$ cat src/rtl/rcc_lse_seq_if.sv
// Handshake/configuration/status bundle between an RCC controller and the LSE sequencer.
// master drives requests, configuration and analog status; slave (the sequencer) drives controls.
interface rcc_lse_seq_if #(
  parameter int TO_W = 16
);
  logic            start;
  logic            stop;
  logic            cfg_byp;
  logic [1:0]      cfg_drv;
  logic            cfg_css_en;
  logic [1:0]      cfg_rtcsel;
  logic [TO_W-1:0] cfg_timeout;
  logic            lserdy;
  logic            lsecss_fail;

  logic            lseon;
  logic            lsebyp;
  logic            lsecsson;
  logic [1:0]      lsedrv;
  logic            rtcsel_wr;
  logic [1:0]      rtcsel;
  logic            busy;
  logic            running;
  logic            err_to;
  logic            err_css;
  logic [2:0]      state;

  modport master (
    output start, stop, cfg_byp, cfg_drv, cfg_css_en, cfg_rtcsel, cfg_timeout,
           lserdy, lsecss_fail,
    input  lseon, lsebyp, lsecsson, lsedrv, rtcsel_wr, rtcsel, busy, running,
           err_to, err_css, state
  );

  modport slave (
    input  start, stop, cfg_byp, cfg_drv, cfg_css_en, cfg_rtcsel, cfg_timeout,
           lserdy, lsecss_fail,
    output lseon, lsebyp, lsecsson, lsedrv, rtcsel_wr, rtcsel, busy, running,
           err_to, err_css, state
  );
endinterface

$ cat src/rtl/rcc_lse_seq.sv
// LSE oscillator start/stability/CSS/RTC-select sequencer; every output comes straight from a flop.
// Optional macro RCC_LSE_SEQ_DRV_RAMP_EN: full drive strength until the crystal is stable.
module rcc_lse_seq #(
  parameter int STABLE_CNT = 8,
  parameter int TO_W       = 16
) (
  input logic         clk,
  input logic         rst,
  rcc_lse_seq_if.slave lse
);

  typedef enum logic [2:0] {
    IDLE     = 3'd0,
    START    = 3'd1,
    WAIT_RDY = 3'd2,
    STABLE   = 3'd3,
    CSS_ARM  = 3'd4,
    RUN      = 3'd5,
    FAIL     = 3'd6,
    STOPPING = 3'd7
  } state_e;

  localparam logic [7:0]      STABLE_LAST = 8'(STABLE_CNT - 1);
  localparam logic [TO_W-1:0] TO_ONE      = TO_W'(1);

  state_e          state_q, state_d;
  logic [TO_W-1:0] toCnt_q, toCnt_d;
  logic [7:0]      stableCnt_q, stableCnt_d;
  logic            byp_q, byp_d;
  logic [1:0]      drv_q, drv_d;
  logic            cssEn_q, cssEn_d;
  logic [1:0]      rtcselCfg_q, rtcselCfg_d;
  logic            rtcselDone_q, rtcselDone_d;

  logic            lseon_q, lseon_d;
  logic            lsebyp_q, lsebyp_d;
  logic            lsecsson_q, lsecsson_d;
  logic [1:0]      lsedrv_q, lsedrv_d;
  logic            rtcselWr_q, rtcselWr_d;
  logic [1:0]      rtcsel_q, rtcsel_d;
  logic            busy_q, busy_d;
  logic            running_q, running_d;
  logic            errTo_q, errTo_d;
  logic            errCss_q, errCss_d;

  logic            startAcc;
  logic            cssTrip;

  // Next state, sampled configuration and next output values (outputs follow state_d).
  always_comb begin
    state_d      = state_q;
    toCnt_d      = toCnt_q;
    stableCnt_d  = stableCnt_q;
    byp_d        = byp_q;
    drv_d        = drv_q;
    cssEn_d      = cssEn_q;
    rtcselCfg_d  = rtcselCfg_q;
    rtcselDone_d = rtcselDone_q;
    lsecsson_d   = lsecsson_q;
    rtcselWr_d   = 1'b0;
    rtcsel_d     = rtcsel_q;
    errTo_d      = errTo_q;
    errCss_d     = errCss_q;

    startAcc = lse.start && (((state_q == IDLE) && !lse.stop) || (state_q == FAIL));
    cssTrip  = lsecsson_q && lse.lsecss_fail;

    // A zero timeout never reaches 1, so it never expires.
    if (((state_q == WAIT_RDY) || (state_q == STABLE)) && (toCnt_q > TO_ONE))
      toCnt_d = toCnt_q - TO_ONE;

    if (startAcc) begin
      state_d      = START;
      byp_d        = lse.cfg_byp;
      drv_d        = lse.cfg_drv;
      cssEn_d      = lse.cfg_css_en;
      rtcselCfg_d  = lse.cfg_rtcsel;
      toCnt_d      = lse.cfg_timeout;
      stableCnt_d  = 8'd0;
      rtcselDone_d = 1'b0;
      errTo_d      = 1'b0;
      errCss_d     = 1'b0;
    end else begin
      case (state_q)
        START: begin
          state_d = lse.stop ? STOPPING : WAIT_RDY;
        end
        WAIT_RDY: begin
          if (lse.stop) begin
            state_d = STOPPING;
          end else if (lse.lserdy) begin
            state_d     = STABLE;
            stableCnt_d = 8'd0;
          end else if (toCnt_q == TO_ONE) begin
            state_d = FAIL;
            errTo_d = 1'b1;
          end
        end
        STABLE: begin
          if (lse.stop) begin
            state_d = STOPPING;
          end else if (lse.lserdy) begin
            if (stableCnt_q == STABLE_LAST) begin
              stableCnt_d = 8'd0;
              state_d     = cssEn_q ? CSS_ARM : RUN;
              lsecsson_d  = cssEn_q;
            end else begin
              stableCnt_d = stableCnt_q + 8'd1;
            end
          end else begin
            stableCnt_d = 8'd0;
            if (toCnt_q == TO_ONE) begin
              state_d = FAIL;
              errTo_d = 1'b1;
            end
          end
        end
        CSS_ARM: begin
          state_d = RUN;
        end
        RUN: begin
          if (lse.stop && !lsecsson_q)
            state_d = STOPPING;
        end
        STOPPING: begin
          if (!lse.lserdy)
            state_d = IDLE;
        end
        default: begin
          state_d = state_q;
        end
      endcase
    end

    // A clock-security failure overrides everything else in the same cycle.
    if (cssTrip) begin
      state_d    = FAIL;
      lsecsson_d = 1'b0;
      errCss_d   = 1'b1;
    end

    if ((state_d == RUN) && !rtcselDone_q && (rtcselCfg_q != 2'b00)) begin
      rtcselWr_d   = 1'b1;
      rtcsel_d     = rtcselCfg_q;
      rtcselDone_d = 1'b1;
    end

    lseon_d   = state_d inside {START, WAIT_RDY, STABLE, CSS_ARM, RUN};
    lsebyp_d  = (state_d inside {START, WAIT_RDY, STABLE, CSS_ARM, RUN, STOPPING}) ? byp_d : 1'b0;
    busy_d    = !(state_d inside {IDLE, RUN, FAIL});
    running_d = (state_d == RUN);

`ifdef RCC_LSE_SEQ_DRV_RAMP_EN
    // An external clock has no crystal to kick, so bypass skips the boost.
    if ((state_d inside {START, WAIT_RDY, STABLE}) && !byp_d)
      lsedrv_d = 2'b11;
    else
      lsedrv_d = drv_d;
`else
    lsedrv_d = drv_d;
`endif
  end

  always_ff @(posedge clk) begin
    if (rst) begin
      state_q      <= IDLE;
      toCnt_q      <= '0;
      stableCnt_q  <= 8'd0;
      byp_q        <= 1'b0;
      drv_q        <= 2'b00;
      cssEn_q      <= 1'b0;
      rtcselCfg_q  <= 2'b00;
      rtcselDone_q <= 1'b0;
      lseon_q      <= 1'b0;
      lsebyp_q     <= 1'b0;
      lsecsson_q   <= 1'b0;
      lsedrv_q     <= 2'b00;
      rtcselWr_q   <= 1'b0;
      rtcsel_q     <= 2'b00;
      busy_q       <= 1'b0;
      running_q    <= 1'b0;
      errTo_q      <= 1'b0;
      errCss_q     <= 1'b0;
    end else begin
      state_q      <= state_d;
      toCnt_q      <= toCnt_d;
      stableCnt_q  <= stableCnt_d;
      byp_q        <= byp_d;
      drv_q        <= drv_d;
      cssEn_q      <= cssEn_d;
      rtcselCfg_q  <= rtcselCfg_d;
      rtcselDone_q <= rtcselDone_d;
      lseon_q      <= lseon_d;
      lsebyp_q     <= lsebyp_d;
      lsecsson_q   <= lsecsson_d;
      lsedrv_q     <= lsedrv_d;
      rtcselWr_q   <= rtcselWr_d;
      rtcsel_q     <= rtcsel_d;
      busy_q       <= busy_d;
      running_q    <= running_d;
      errTo_q      <= errTo_d;
      errCss_q     <= errCss_d;
    end
  end

  assign lse.lseon     = lseon_q;
  assign lse.lsebyp    = lsebyp_q;
  assign lse.lsecsson  = lsecsson_q;
  assign lse.lsedrv    = lsedrv_q;
  assign lse.rtcsel_wr = rtcselWr_q;
  assign lse.rtcsel    = rtcsel_q;
  assign lse.busy      = busy_q;
  assign lse.running   = running_q;
  assign lse.err_to    = errTo_q;
  assign lse.err_css   = errCss_q;
  assign lse.state     = state_q;

endmodule

$ cat src/flat_wrapper.sv
// flat-port wrapper written by rule: the top's interface ports become plain ports
module rcc_lse_seq_flat 
#(
  parameter int STABLE_CNT = 8,
  parameter int TO_W       = 16
)
  (clk, rst, lse_start, lse_stop, lse_cfg_byp, lse_cfg_drv, lse_cfg_css_en, lse_cfg_rtcsel, lse_cfg_timeout, lse_lserdy, lse_lsecss_fail, lse_lseon, lse_lsebyp, lse_lsecsson, lse_lsedrv, lse_rtcsel_wr, lse_rtcsel, lse_busy, lse_running, lse_err_to, lse_err_css, lse_state);
  rcc_lse_seq_if #(.TO_W(TO_W)) lse_i ();
  input logic clk;
  input logic rst;
  input wire logic [$bits(lse_i.start)-1:0] lse_start;
  input wire logic [$bits(lse_i.stop)-1:0] lse_stop;
  input wire logic [$bits(lse_i.cfg_byp)-1:0] lse_cfg_byp;
  input wire logic [$bits(lse_i.cfg_drv)-1:0] lse_cfg_drv;
  input wire logic [$bits(lse_i.cfg_css_en)-1:0] lse_cfg_css_en;
  input wire logic [$bits(lse_i.cfg_rtcsel)-1:0] lse_cfg_rtcsel;
  input wire logic [$bits(lse_i.cfg_timeout)-1:0] lse_cfg_timeout;
  input wire logic [$bits(lse_i.lserdy)-1:0] lse_lserdy;
  input wire logic [$bits(lse_i.lsecss_fail)-1:0] lse_lsecss_fail;
  output wire logic [$bits(lse_i.lseon)-1:0] lse_lseon;
  output wire logic [$bits(lse_i.lsebyp)-1:0] lse_lsebyp;
  output wire logic [$bits(lse_i.lsecsson)-1:0] lse_lsecsson;
  output wire logic [$bits(lse_i.lsedrv)-1:0] lse_lsedrv;
  output wire logic [$bits(lse_i.rtcsel_wr)-1:0] lse_rtcsel_wr;
  output wire logic [$bits(lse_i.rtcsel)-1:0] lse_rtcsel;
  output wire logic [$bits(lse_i.busy)-1:0] lse_busy;
  output wire logic [$bits(lse_i.running)-1:0] lse_running;
  output wire logic [$bits(lse_i.err_to)-1:0] lse_err_to;
  output wire logic [$bits(lse_i.err_css)-1:0] lse_err_css;
  output wire logic [$bits(lse_i.state)-1:0] lse_state;
  assign lse_i.start = lse_start;
  assign lse_i.stop = lse_stop;
  assign lse_i.cfg_byp = lse_cfg_byp;
  assign lse_i.cfg_drv = lse_cfg_drv;
  assign lse_i.cfg_css_en = lse_cfg_css_en;
  assign lse_i.cfg_rtcsel = lse_cfg_rtcsel;
  assign lse_i.cfg_timeout = lse_cfg_timeout;
  assign lse_i.lserdy = lse_lserdy;
  assign lse_i.lsecss_fail = lse_lsecss_fail;
  assign lse_lseon = lse_i.lseon;
  assign lse_lsebyp = lse_i.lsebyp;
  assign lse_lsecsson = lse_i.lsecsson;
  assign lse_lsedrv = lse_i.lsedrv;
  assign lse_rtcsel_wr = lse_i.rtcsel_wr;
  assign lse_rtcsel = lse_i.rtcsel;
  assign lse_busy = lse_i.busy;
  assign lse_running = lse_i.running;
  assign lse_err_to = lse_i.err_to;
  assign lse_err_css = lse_i.err_css;
  assign lse_state = lse_i.state;
  rcc_lse_seq #(.STABLE_CNT(STABLE_CNT), .TO_W(TO_W)) u_core (.clk(clk), .rst(rst), .lse(lse_i));
endmodule
$ cat config.mk
export PLATFORM = sky130hd
export DESIGN_NAME = rcc_lse_seq_flat
export DESIGN_NICKNAME = d
export VERILOG_FILES = /design/src/rtl/rcc_lse_seq_if.sv /design/src/rtl/rcc_lse_seq.sv /design/src/flat_wrapper.sv
export SDC_FILE = /design/constraint.sdc
export NUM_CORES = 1
export LEC_CHECK = 0
export ABC_AREA = 1
export BUFFER_PORTS_ARGS = -buffer_cell sky130_fd_sc_hd__buf_2
export CAP_MARGIN = 20
export CORE_ASPECT_RATIO = 0.9
export CORE_UTILIZATION = 34
export CTS_CLUSTER_SIZE = 28
export DETAILED_ROUTE_END_ITERATION = 6
export HOLD_SLACK_MARGIN = 0.02
export PLACE_DENSITY = 0.55
export SETUP_SLACK_MARGIN = 0.15
export SLEW_MARGIN = 20
export SYNTH_ARGS = -nofsm -noshare
export SYNTH_HDL_FRONTEND = slang
export SYNTH_SLANG_ARGS = --single-unit
$ cat constraint.sdc
create_clock -name clk -period 5.1 [get_ports clk]
set_input_delay 0.765 -clock clk [delete_from_list [all_inputs] [get_ports clk]]
set_output_delay 0.765 -clock clk [all_outputs]
set_load 0.05 [all_outputs]
== Word-level counts from Yosys, hierarchy flattened ==
Cells that the tools add are included.

* Flip-flop bits (word level): 44
* Output and inout port bits: 15
* Logic and storage cells: 99

* $add $sub $neg: 2
* $lt $le $gt $ge: 1
* Eq/ne operators: 19
* Multiplexer cells: 26
* Bitwise gates (word level): 4
* Reductions and logical operators: 30

{| class="wikitable"
|+ Operators by type and width
! operator !! number
|-
| $mux 8 || 5
|-
| $mux 3 || 11
|-
| $mux 16 || 2
|-
| $eq 3x3->1 const B || 8
|-
| $pmux 3 s6 || 1
|-
| $eq 16x1->1 const B || 1
|-
| $gt 16x1->1 const B || 1
|-
| $pmux 8 s2 || 1
|-
| $sub 16x1->16 const B || 1
|-
| $eq 3x2->1 const B || 4
|-
| $reduce_bool 2->1 || 5
|-
| $add 8x1->8 const B || 1
|-
| $eq 8x3->1 const B || 1
|-
| $reduce_and 4->1 || 2
|-
| $reduce_or 2->1 || 4
|-
| $logic_and 1x1->1 || 7
|-
| $eq 3x1->1 const B || 2
|-
| $logic_not 3->1 || 2
|-
| $mux 1 || 6
|-
| $ne 2x2->1 const B || 3
|-
| $reduce_bool 6->1 || 1
|-
| $reduce_and 5->1 || 1
|-
| $reduce_bool 5->1 || 1
|-
| $logic_not 1->1 || 4
|-
| 3 further kinds || 7
|}

== Logic depth before layout (Yosys ltp) ==
Gate-level depths: netlist of run 1.

* Depth in word-level cells: 11
* Mapped depth: 16
* Gate-level depth less buffers: 16

== Least setup slack after synthesis of run 1 ==
OpenSTA, ideal clock, no wires.

* Kind: register to register
* From: register u_core.state_q[1], in the netlist u_core.lse.state[1]
* To: register u_core.rtcsel_q[0], in the netlist u_core.lse.rtcsel[0]
* Library setup time: 0.117 ns
* Arrival: 1.808 ns
* Required time: 4.983 ns
* Path slack: 3.175 ns
* Cell stages (with the launch flop): 12
* Buffers on the path: 0
* Cell sequence: dfxtp_1 -> inv_2 -> nor2_4 -> nand2_1 -> nand2_1 -> nand2_4 -> nand2_2 -> nand2_1 -> nor2_4 -> nand3_1 -> nand2_1 -> nor2_1

* Word-level cells in the longest chain between the ends: 9
* Elaborated cells on any way between the ends: 25

{| class="wikitable"
|+ RTL lines
! item !! line !! source
|-
| start, declared || rcc_lse_seq.sv:26 || <nowiki>state_e state_q, state_d;</nowiki>
|-
| start signal, assigned || rcc_lse_seq.sv:185 || <nowiki>state_q <= state_d;</nowiki>
|-
| $mux 3 (tied with other cells) || rcc_lse_seq.sv:94, rcc_lse_seq.sv:112 ||
|-
| $mux 3 (tied with other cells) || rcc_lse_seq.sv:102 || <nowiki>end else if (lse.lserdy) begin</nowiki>
|-
| $mux 3 (tied with other cells) || rcc_lse_seq.sv:100 || <nowiki>if (lse.stop) begin</nowiki>
|-
| $pmux 3 s6 / $logic_and 1x1->1 (equally long branches) || rcc_lse_seq.sv:84, rcc_lse_seq.sv:65 ||
|-
| $mux 3 * || rcc_lse_seq.sv:72 || <nowiki>if (startAcc) begin</nowiki>
|-
| $mux 3 * || rcc_lse_seq.sv:136 || <nowiki>if (cssTrip) begin</nowiki>
|-
| $eq 3x3->1 * || rcc_lse_seq.sv:142 || <nowiki>if ((state_d == RUN) && !rtcselDone_q && (rtcselCfg_q != 2'b00)) begin</nowiki>
|-
| $logic_and 1x1->1 * (2 in a row) || rcc_lse_seq.sv:142 ||
|-
| end signal, assigned || rcc_lse_seq.sv:198 || <nowiki>rtcsel_q <= rtcsel_d;</nowiki>
|-
| end, declared || rcc_lse_seq.sv:40 || <nowiki>logic [1:0] rtcsel_q, rtcsel_d;</nowiki>
|}

Mark *: on every way between the ends. The rest lies on a longest branch, timed or not.
A chain may end at the register's enable or synchronous reset.

== Worst setup path after layout of run 1 ==
* From: register u_core.state_q[1], in the netlist u_core.lse.state[1]
* To: register u_core.busy_q, in the netlist u_core.lse.busy

* Word-level cells in the longest chain between the ends: 9
* Elaborated cells on any way between the ends: 27

{| class="wikitable"
|+ RTL lines
! item !! line !! source
|-
| $mux 3 (tied with other cells) || rcc_lse_seq.sv:94, rcc_lse_seq.sv:112 ||
|-
| $mux 3 (tied with other cells) || rcc_lse_seq.sv:102 ||
|-
| $mux 3 (tied with other cells) || rcc_lse_seq.sv:100 ||
|-
| $pmux 3 s6 / $logic_and 1x1->1 (equally long branches) || rcc_lse_seq.sv:84, rcc_lse_seq.sv:65 ||
|-
| $mux 3 * || rcc_lse_seq.sv:72 ||
|-
| $mux 3 * || rcc_lse_seq.sv:136 ||
|-
| $eq 3x3->1 / $logic_not 3->1 (equally long branches) || rcc_lse_seq.sv:150 || <nowiki>busy_d = !(state_d inside {IDLE, RUN, FAIL});</nowiki>
|-
| $reduce_bool 3->1 * || rcc_lse_seq.sv:150 ||
|-
| $logic_not 1->1 * || rcc_lse_seq.sv:150 ||
|-
| end signal, assigned || rcc_lse_seq.sv:199 || <nowiki>busy_q <= busy_d;</nowiki>
|-
| end, declared || rcc_lse_seq.sv:41 || <nowiki>logic busy_q, busy_d;</nowiki>
|}

Marks and branches as above.

==> results of run 1 <==
state kept, by name, summed over array words and instances, names as in the netlist:
| register | cells |
|---|---|
| u_core.toCnt_q | 16 |
| u_core.stableCnt_q | 8 |
| u_core.lse.state | 3 |
| u_core.lse.lsedrv | 2 |
| u_core.lse.rtcsel | 2 |
| u_core.rtcselCfg_q | 2 |
| u_core.byp_q | 1 |
| u_core.cssEn_q | 1 |
| u_core.lse.busy | 1 |
| u_core.lse.err_css | 1 |
| u_core.lse.err_to | 1 |
| u_core.lse.lsebyp | 1 |
| u_core.lse.lsecsson | 1 |
| u_core.lse.lseon | 1 |
| u_core.lse.rtcsel_wr | 1 |
| u_core.lse.running | 1 |
| u_core.rtcselDone_q | 1 |
report_power, final:
group	switching [mW]	internal, mW	total [mW]
clock	0.129	0.110	0.239
sequential	0.0934	0.433	0.526
combinational	0.664	0.321	0.986
critical path, cell delays in order (launching register included):
cell and delay, ps:
dfxtp_1 510, inv_2 130, nor2_4 130, nand2_1 80, nand2_1 120, nand2_4 210, inv_4 320, nor2_1 120
nand3_1 100, nand2_1 70, nand3_1 100, o21ai_0 100
metal layers:
| metal | GRT usage (%) | up-vias |
|---|---|---|
| met4 | 6.51 | 0 |
| met3 | 3.21 | 6 |
| li1 | - | 1223 |
| met2 | 25.9 | 48 |
| met5 | 0 | - |
| met1 | 22.7 | 1053 |
area by class of cell:
cell class	instances	area share, %
Clock buffer	6	2.93
Inverter	34	4.61
Multi-Input combinational cell	253	49.2
Tap cell	90	3.99
Clock inverter	2	0.532
Sequential cell	44	31.2
Timing Repair Buffer	42	7.45
worst max path at each step:
stage | from | to | cells after the start
detailed placement | lse_stop | u_core.lse.busy$_SDFF_PP0_ | 11
global route | u_core.lse.state[1]$_SDFF_PP0_ | u_core.lse.busy$_SDFF_PP0_ | 11
CTS | u_core.lse.state[1]$_SDFF_PP0_ | u_core.lse.busy$_SDFF_PP0_ | 11
global placement | lse_stop | u_core.lse.busy$_SDFF_PP0_ | 11
finish | u_core.lse.state[1]$_SDFF_PP0_ | u_core.lse.busy$_SDFF_PP0_ | 11
floorplan | u_core.lse.state[1]$_SDFF_PP0_ | u_core.lse.rtcsel[0]$_SDFFE_PP0P_ | 11
cell families after synthesis:
| logic type | after synthesis | share of synthesized area (%) |
|---|---|---|
| and+or+nand+nor | 167 | 34.6 |
| adders and majority gates | 3 | 1.53 |
| DFF | 44 | 36.0 |
| buffers and inverters | 42 | 7.21 |
| xor gates and xnor gates | 8 | 2.86 |
| AOI/OAI and AO/OA | 75 | 17.8 |
layout by cell type, fill, tap and decap left out, types with 6 or more instances in the layout:
cell type | Yosys | routed
nand2_1 | 61 | 61
dfxtp_1 | 44 | 44
inv_1 | 27 | 27
buf_2 | 1 | 42
nor2_4 | 7 | 7
nand2_2 | 9 | 9
clkbuf_8 | 0 | 6
o21ai_1 | 6 | 6
nor3_1 | 7 | 7
a21oi_1 | 25 | 25
a31oi_1 | 6 | 6
nand3_1 | 15 | 15
nor2_1 | 42 | 42
o21ai_0 | 20 | 20
==> flow_metrics.py, run 1 <==
metrics = {
    "synthesis": {
        "synth.area.top_cells": "dfxtp_1 36%, nand2_1 9.4%, nor2_1 6.4%, a21oi_1 5.1%, inv_1 4.1%",
        "synth_ff_type": "dfxtp_1",
        "synth_seq_cells": 44,
        "synth_most_common_cell": "nand2_1",
        "yosysWarnings": 0,
        "syn_avg_cell_area_um2": 7.22,
        "yosys.area.top_type": "dfxtp_1",
        "syn_nets": 370,
        "async_flop_share_pct": 0,
        "synth_top_area_share_pct": 36.0,
        "synth-seq-area-share_pct": 36.0,
        "syn_area_um2": 2450,
        "ys_top_cells_by_count": "61 x nand2_1, 44 x dfxtp_1, 42 x nor2_1",
        "synth.distinct_cells": 42,
        "syn_inst": 339,
        "synth_edf_count": 0,
    },
    "die": {
        "start_util_pct": 36.2,
        "die-area_um2": 7540,
        "core_region_area_um2": 6760,
        "die_y_um": 82.5,
        "fp-row-count": 28,
        "fp.dieW_um": 91.4,
        "ios": 43,
    },
    "placed_design": {
        "dp_slack_ps": 2700,
        "port_buffers": 42,
        "dp.cells": 463,
        "dp_hpwl_mm": 4.30,
        "post_dp_cell_area_um2": 2720,
        "gp_congestion": 0.840,
    },
    "setup_path": {
        "start_kind": "flop",
        "worstRegToRegCells": 11,
        "cp_max_fo": 28,
        "rr_startpoint": "u_core.lse.state[1]$_SDFF_PP0_",
        "critical_path_required_ps": 5290,
        "r2r-end": "u_core.lse.busy$_SDFF_PP0_",
        "r2r_slack_ps": 3000,
        "path_class": "reg -> reg",
        "critPathCaptureType": "flop",
        "arrival_ps": 2290,
    },
    "timing": {
        "maxSlewHeadroom_pct": 64.7,
        "min_period_over_period_pct": 41.3,
        "hold-worst-slack_ps": 486,
        "max_freq_mhz": 475,
        "setup_viol": 0,
        "finalHoldViolCount": 0,
        "rsz0062_at_grt": "no",
        "slew_viol_final": 0,
        "tightest_slew_ps": 526,
        "worst_slack_ps": 3000,
        "timing.setup.tns_ps": 0,
        "final.min_clock_period_ps": 2100,
        "fin_skew_ps": 7.13,
    },
    "grt": {
        "grt_max_degree": 29,
        "grt_pass1_vias": 2127,
        "grt-ovfl-total": 0,
        "grt_antenna_before_repair": 0,
        "grt_pass1_wl_mm": 9.91,
        "grt_use_total_pct": 16.6,
    },
    "drt": {
        "routed_wl_mm": 5.88,
        "wl_met1_mm": 3.02,
        "first_pass_iters": 4,
        "postRouteAntennaNets": 0,
        "drc": 0,
        "drt-vias-per-instance": 4.95,
        "wl_met2_mm": 2.51,
        "routed-via-count": 2330,
        "top_layer": "met4",
        "drt_iter0_drc": 113,
        "avgRoutedWirePerCell_um": 12.5,
        "met3_length_um": 274,
    },
    "clock_tree": {
        "holdBufCountCts": 0,
        "clk_pin_slew_ps": 90,
        "root_buffer": "clkbuf_8",
        "cts_resized": 0,
        "clk-insertion-delay-late_ps": 300,
        "cts_buffers": 5,
        "htreeDepth": 2,
        "post_cts_buffers": 0,
        "clkSinkCount": 44,
        "cts_tree": "yes",
        "clockBufferDepth": 2,
    },
    "layout": {
        "n_antenna_cell": 0,
        "nFillCells": 708,
        "drive_gt1_share_pct": 23.4,
        "area_growth_pct": 15.3,
        "multi_input_area_um2": 1390,
        "regArea_um2": 881,
        "post-route-cell-area_um2": 2820,
        "num-nets-final": 411,
        "final_util_pct": 41.7,
        "fin_cells": 471,
    },
    "power_and_ir_drop": {
        "power_mw": 1.75,
        "p_leak_nw": 1.23,
        "pwr_density_cell_nw_per_um2": 621,
        "ir_drop_mv": 0.274,
    },
    "min_path": {
        "hp-start": "u_core.cssEn_q$_SDFFE_PP0P_",
        "min_path_type": "reg -> reg",
        "hold_path_depth": 2,
        "holdPathEnd": "u_core.cssEn_q$_SDFFE_PP0P_",
    },
    "status": {
        "status": "complete, no violations",
    },
    "run": {
        "maxCapViolCount": 0,
    },
}
(Power assumes the default switching activity.)
==> run 2: changes to the inputs <==
--- a/config.mk
+++ b/config.mk
@@ -13,7 +13,7 @@
 export CTS_CLUSTER_SIZE = 28
 export DETAILED_ROUTE_END_ITERATION = 6
 export HOLD_SLACK_MARGIN = 0.02
-export PLACE_DENSITY = 0.55
+export PLACE_DENSITY = 0.57
 export SETUP_SLACK_MARGIN = 0.15
 export SLEW_MARGIN = 20
 export SYNTH_ARGS = -nofsm -noshare
==> constraint.sdc (replaced) <==
create_clock -name clk -period 1.9 [get_ports clk]
set_input_delay 0.285 -clock clk [delete_from_list [all_inputs] [get_ports clk]]
set_output_delay 0.285 -clock clk [all_outputs]
set_load 0.05 [all_outputs]
==> flow_metrics.py, run 2 (synthesis results as in run 1) <==
metrics = {
    "clock_tree": {
        "cts_buffers": 5,
        "cts_tree": "yes",
        "clkSinkCount": 44,
        "root_buffer": "clkbuf_8",
        "clockBufferDepth": 2,
        "htreeDepth": 2,
        "clk-insertion-delay-late_ps": 300,
        "clk_pin_slew_ps": 100,
    },
    "power_and_ir_drop": {
        "ir_drop_mv": 0.775,
        "p_leak_nw": 1.39,
        "pwr_density_cell_nw_per_um2": 1740,
    },
    "setup_path": {
        "cp_max_fo": 6,
        "cp_cell_sequence": "ha_4, nand3_4, nor2_4, buf_4, nand2_1, nand3_1, nand3_2, nand2_2, nand3_2, nor2_4, nand3_2, nand2_1, nor2_1",
        "cpMostUsedCell": "nand3_2",
        "critical_path_required_ps": 2110,
        "arrival_ps": 1940,
        "rr_startpoint": "u_core.stableCnt_q[0]$_SDFFE_PP0P_",
        "crit_path_start": "u_core.stableCnt_q[0]$_SDFFE_PP0P_",
        "start_kind": "flop",
        "critPathCaptureType": "flop",
        "max_stage_delay_ps": 370,
        "crit_slowest_cell": "dfxtp_2",
        "path_class": "reg -> reg",
    },
    "status": {
        "status": "complete, no violations",
    },
    "die": {
        "core_region_area_um2": 6760,
        "die_y_um": 82.5,
        "fp.dieW_um": 91.4,
        "ios": 43,
        "fp-row-count": 28,
        "start_util_pct": 36.2,
        "die-area_um2": 7540,
    },
    "layout": {
        "final_cell_mix": "56 x nand2_1, 42 x buf_2, 36 x nor2_1",
        "nFillCells": 681,
        "mostFrequentLayoutCell": "nand2_1",
        "regMostFlops": "u_core.toCnt_q",
        "drive_gt1_share_pct": 37.8,
        "area_growth_pct": 31.7,
        "post-route-cell-area_um2": 3220,
        "largest_reg_flops": 16,
        "fin_cells": 497,
        "n_antenna_cell": 0,
        "num-nets-final": 437,
    },
    "drt": {
        "drt-vias-per-instance": 4.88,
        "drt_iter0_drc": 85,
        "routed_wl_mm": 6.13,
        "routed-via-count": 2427,
        "first_pass_iters": 4,
        "avgRoutedWirePerCell_um": 12.3,
        "drc": 0,
        "postRouteAntennaNets": 0,
    },
    "timing": {
        "hold-worst-slack_ps": 226,
        "finalHoldViolCount": 0,
        "maxSlewHeadroom_pct": 66.9,
        "setup_viol": 0,
        "min_period_over_period_pct": 91.0,
        "slew_viol_final": 0,
        "max_freq_mhz": 578,
        "rsz0062_at_grt": "yes",
        "final.min_clock_period_ps": 1730,
        "fin_skew_ps": 9.06,
        "timing.setup.tns_ps": 0,
        "tightest_slew_ps": 497,
    },
    "min_path": {
        "hp-start": "lse_cfg_drv[1]",
        "min_path_type": "in -> reg",
    },
    "placed_design": {
        "gp_congestion": 0.809,
        "post_dp_cell_area_um2": 2850,
        "port_buffers": 42,
        "dp.cells": 480,
        "dp_hpwl_mm": 4.52,
    },
    "grt": {
        "grt_use_total_pct": 17.4,
        "grt-ovfl-total": 0,
        "grt_pass1_vias": 2317,
        "grt_antenna_before_repair": 0,
        "grt_pass1_wl_mm": 10.5,
        "grt_max_degree": 16,
    },
    "run": {
        "maxCapViolCount": 0,
    },
}
[run 2: changes by cell type in the layout (fill, tap and decap cells not counted), moves of 4 or more]
| cell | previous run | this run |
|---|---|---|
| o21ai_1 | 6 | 10 |
| nor2_1 | 42 | 36 |
| nand2_2 | 9 | 13 |
| dfxtp_2 | 0 | 9 |
| buf_4 | 0 | 24 |
| nand2_1 | 61 | 56 |
| dfxtp_4 | 0 | 4 |
| nor2_4 | 7 | 12 |
| o21ai_0 | 20 | 13 |
| dfxtp_1 | 44 | 31 |
| nand3_1 | 15 | 11 |
[run 2: cell type report]
class	instances	area, um^2	area share (%)
clock buffer	5	68.8	2.14
sequential	44	907	28.2
tap	90	113	3.50
clock inverter	3	46.3	1.44
timing repair buffer	68	413	12.8
inverter	34	143	4.43
multi-input combinational	253	1530	47.5
[run 2: final timing paths]
path	end	slack, ps	depth (start not counted)
worst max register to register	u_core.lse.rtcsel[0]$_SDFFE_PP0P_	170	13
worst max-delay path	u_core.lse.rtcsel[0]$_SDFFE_PP0P_	170	13
worst min-delay path	u_core.lse.lsedrv[1]$_SDFFE_PP0P_	230	3
worst min register to register	u_core.rtcselDone_q$_SDFFE_PP0P_	470	2
[run 2: critical path: cells and delay by family, from the launching register on]
kind	cells	cell delay, ps
simple gates	11	990
buf+inv	1	120
fa+ha+maj	1	160
flops	1	370
[run 2: per-stage QoR]
step	utilization (%)	power, mW	setup WS, ps
3_5_place_dp	42.2	4.36	60.9
2_1_floorplan	-	3.59	220
5_1_grt	47.6	6.08	27.8
6_report	47.6	5.59	170
4_1_cts	44.2	5.15	153
3_3_place_gp	42.2	4.34	108
[run 2: metal layers]
metal / global-route usage [%] / part of all wire (%) / vias up
met1: 23.1 / 50 / 1098
met5: 0 / 0 / -
li1: - / - / 1277
met2: 28.6 / 45 / 48
met3: 3.85 / 4.8 / 4
met4: 4.76 / 0.69 / 0
[run 2: power by group]
part	leakage [nW]	internal, mW	switching (mW)
sequential	0.366	1.19	0.277
combinational	0.971	1.32	2.05
clock	0.0548	0.397	0.350
[run 2: timing repair]
action / 4_1_cts / 5_1_grt
endpoints found under the setup margin: 17 / 30
resized for setup: 7 / 58
hold buffers: 0 / 0
pin swaps: 2 / 16
buffers inserted: 1 / 8
==> run 3: changes to the inputs <==
--- a/config.mk
+++ b/config.mk
@@ -13,7 +13,7 @@
 export CTS_CLUSTER_SIZE = 28
 export DETAILED_ROUTE_END_ITERATION = 6
 export HOLD_SLACK_MARGIN = 0.02
-export PLACE_DENSITY = 0.57
+export PLACE_DENSITY = 0.55
 export SETUP_SLACK_MARGIN = 0.15
 export SLEW_MARGIN = 20
 export SYNTH_ARGS = -nofsm -noshare
==> constraint.sdc (replaced) <==
create_clock -name clk -period 1.95 [get_ports clk]
set_input_delay 0.2925 -clock clk [delete_from_list [all_inputs] [get_ports clk]]
set_output_delay 0.2925 -clock clk [all_outputs]
set_load 0.05 [all_outputs]
==> flow_metrics.py, run 3 (synthesis results as in run 1) <==
metrics = {
    "setup_path": {
        "path_class": "reg -> reg",
        "cp_max_fo": 6,
        "crit_path_start": "u_core.stableCnt_q[1]$_SDFFE_PP0P_",
        "critPathCaptureType": "flop",
        "worstRegToRegCells": 13,
        "crit_slowest_cell": "dfxtp_2",
        "r2r_slack_ps": 200,
        "arrival_ps": 1960,
        "critical_path_required_ps": 2150,
        "cp_cell_sequence": "ha_4, nand3_4, nor2_4, buf_6, nand2_1, nand3_2, nand3_2, nand2_2, nand3_2, nor2_4, nand3_2, nand2_1, nor2_1",
        "max_stage_delay_ps": 380,
        "rr_startpoint": "u_core.stableCnt_q[1]$_SDFFE_PP0P_",
        "r2r-end": "u_core.lse.rtcsel[0]$_SDFFE_PP0P_",
        "start_kind": "flop",
        "cpMostUsedCell": "nand3_2",
    },
    "drt": {
        "avgRoutedWirePerCell_um": 12.9,
        "routed_wl_mm": 6.41,
        "drt-vias-per-instance": 4.96,
        "drc": 0,
        "drt_iter0_drc": 80,
        "routed-via-count": 2453,
        "postRouteAntennaNets": 0,
        "first_pass_iters": 4,
    },
    "min_path": {
        "hp-start": "lse_cfg_timeout[6]",
        "min_path_type": "in -> reg",
        "hold_path_depth": 3,
        "holdPathEnd": "u_core.toCnt_q[6]$_SDFFE_PP0P_",
    },
    "timing": {
        "finalHoldViolCount": 0,
        "setup_viol": 0,
        "final.min_clock_period_ps": 1750,
        "slew_viol_final": 0,
        "timing.setup.tns_ps": 0,
        "max_freq_mhz": 571,
        "hold-worst-slack_ps": 239,
        "maxSlewHeadroom_pct": 68.3,
        "rsz0062_at_grt": "yes",
        "tightest_slew_ps": 475,
        "min_period_over_period_pct": 89.9,
        "fin_skew_ps": 7.33,
    },
    "layout": {
        "n_antenna_cell": 0,
        "multi_input_area_um2": 1520,
        "drive_gt1_share_pct": 36.8,
        "fin_cells": 495,
        "regMostFlops": "u_core.toCnt_q",
        "mostFrequentLayoutCell": "nand2_1",
        "area_growth_pct": 30.5,
        "final_util_pct": 47.2,
        "final_cell_mix": "57 x nand2_1, 42 x buf_2, 36 x nor2_1",
        "num-nets-final": 435,
        "regArea_um2": 901,
        "largest_reg_flops": 16,
        "nFillCells": 693,
    },
    "placed_design": {
        "port_buffers": 42,
        "gp_congestion": 0.824,
        "dp_hpwl_mm": 4.45,
        "dp.cells": 471,
    },
    "die": {
        "fp.dieW_um": 91.4,
        "ios": 43,
        "die-area_um2": 7540,
        "core_region_area_um2": 6760,
        "die_y_um": 82.5,
        "fp-row-count": 28,
        "start_util_pct": 36.2,
    },
    "power_and_ir_drop": {
        "sw_frac_of_total_pct": 48.3,
        "p_leak_nw": 1.40,
        "p_sw_mw": 2.55,
        "ir_drop_mv": 0.823,
        "combPwrFrac_pct": 58.9,
        "p_int_mw": 2.73,
        "pwr_density_cell_nw_per_um2": 1650,
        "power_frac_clock_pct": 14.3,
        "power_frac_seq_pct": 26.8,
    },
    "clock_tree": {
        "clk_pin_slew_ps": 90,
        "cts_buffers": 5,
        "clk-insertion-delay-late_ps": 300,
        "clkSinkCount": 44,
        "htreeDepth": 2,
        "clockBufferDepth": 2,
        "cts_tree": "yes",
        "root_buffer": "clkbuf_8",
        "holdBufCountCts": 0,
    },
    "grt": {
        "grt_antenna_before_repair": 0,
        "grt_pass1_wl_mm": 10.4,
        "grt_pass1_vias": 2199,
        "grt-ovfl-total": 0,
        "grt_use_total_pct": 17.3,
        "grt_max_degree": 21,
    },
    "status": {
        "status": "complete, no violations",
    },
    "run": {
        "maxCapViolCount": 0,
    },
}
[run 3: changes by cell type in the layout (fill, tap and decap cells not counted), moves of 3 or more]
| cell | change |
|---|---|
| dfxtp_2 | +4 |
| o21ai_0 | +7 |
| dfxtp_4 | -3 |
| o21ai_2 | -3 |
| o21ai_1 | -4 |
[run 3: metal layers]
metal	up-vias	track usage (%)	share of wire, %
li1	1272	-	-
met3	10	3.48	4.2
met5	-	0	0
met2	42	28.4	45
met4	0	4.92	1.1
met1	1129	23.2	50
[run 3: what timing repair did]
item                                    in CTS  in global routing
hold endpoints to repair                     0                  0
pin swaps                                    2                 17
buffers inserted                             1                 15
endpoints found under the setup margin      12                 24
resized for setup                            7                 44
[run 3: worst max-delay path, delay by kind of cell (launching register included)]
family                   cells  cell delay [ps]
flip-flops                   1              380
adder cells (fa/ha/maj)      1              170
AND/OR/NAND/NOR             11             1000
buffers and inverters        1              110
[run 3: worst max-delay path by stage]
| stage | end | slack (ps) |
|---|---|---|
| after floorplan | u_core.lse.rtcsel[0]$_SDFFE_PP0P_ | 270 |
| after global placement | u_core.toCnt_q[14]$_SDFFE_PP0P_ | 100 |
| after detailed placement | u_core.lse.rtcsel[0]$_SDFFE_PP0P_ | 50 |
| after CTS | u_core.lse.rtcsel[0]$_SDFFE_PP0P_ | 160 |
| after global routing | u_core.lse.rtcsel[0]$_SDFFE_PP0P_ | 70 |
| final | u_core.lse.rtcsel[0]$_SDFFE_PP0P_ | 200 |
[run 3: power groups by stage]
stage / registers [mW] / logic (mW) / clock network, mW
finish: 1.42 / 3.11 / 0.755
CTS: 1.37 / 2.80 / 0.777
global route: 1.45 / 3.45 / 0.811
detailed placement: 1.38 / 2.77 / 0
floorplan: 1.59 / 1.91 / 0
global placement: 1.38 / 2.75 / 0
[run 3: metrics by stage]
stage / instance area (um^2) / worst slack [ps] / power [mW]
floorplan: 2450 / 270 / 3.50
global placement: 2790 / 99.4 / 4.13
detailed placement: 2790 / 54.9 / 4.15
CTS: 2930 / 164 / 4.94
global route: 3190 / 71.6 / 5.71
finish: 3190 / 197 / 5.28
[run 3: layout make-up]
cell class	count	share of cell area, %
tap	90	3.53
clock inverter	2	1.21
timing repair buffer	66	12.5
inverter	34	4.47
clock buffer	6	2.59
multi-input combinational	253	47.5
sequential	44	28.2
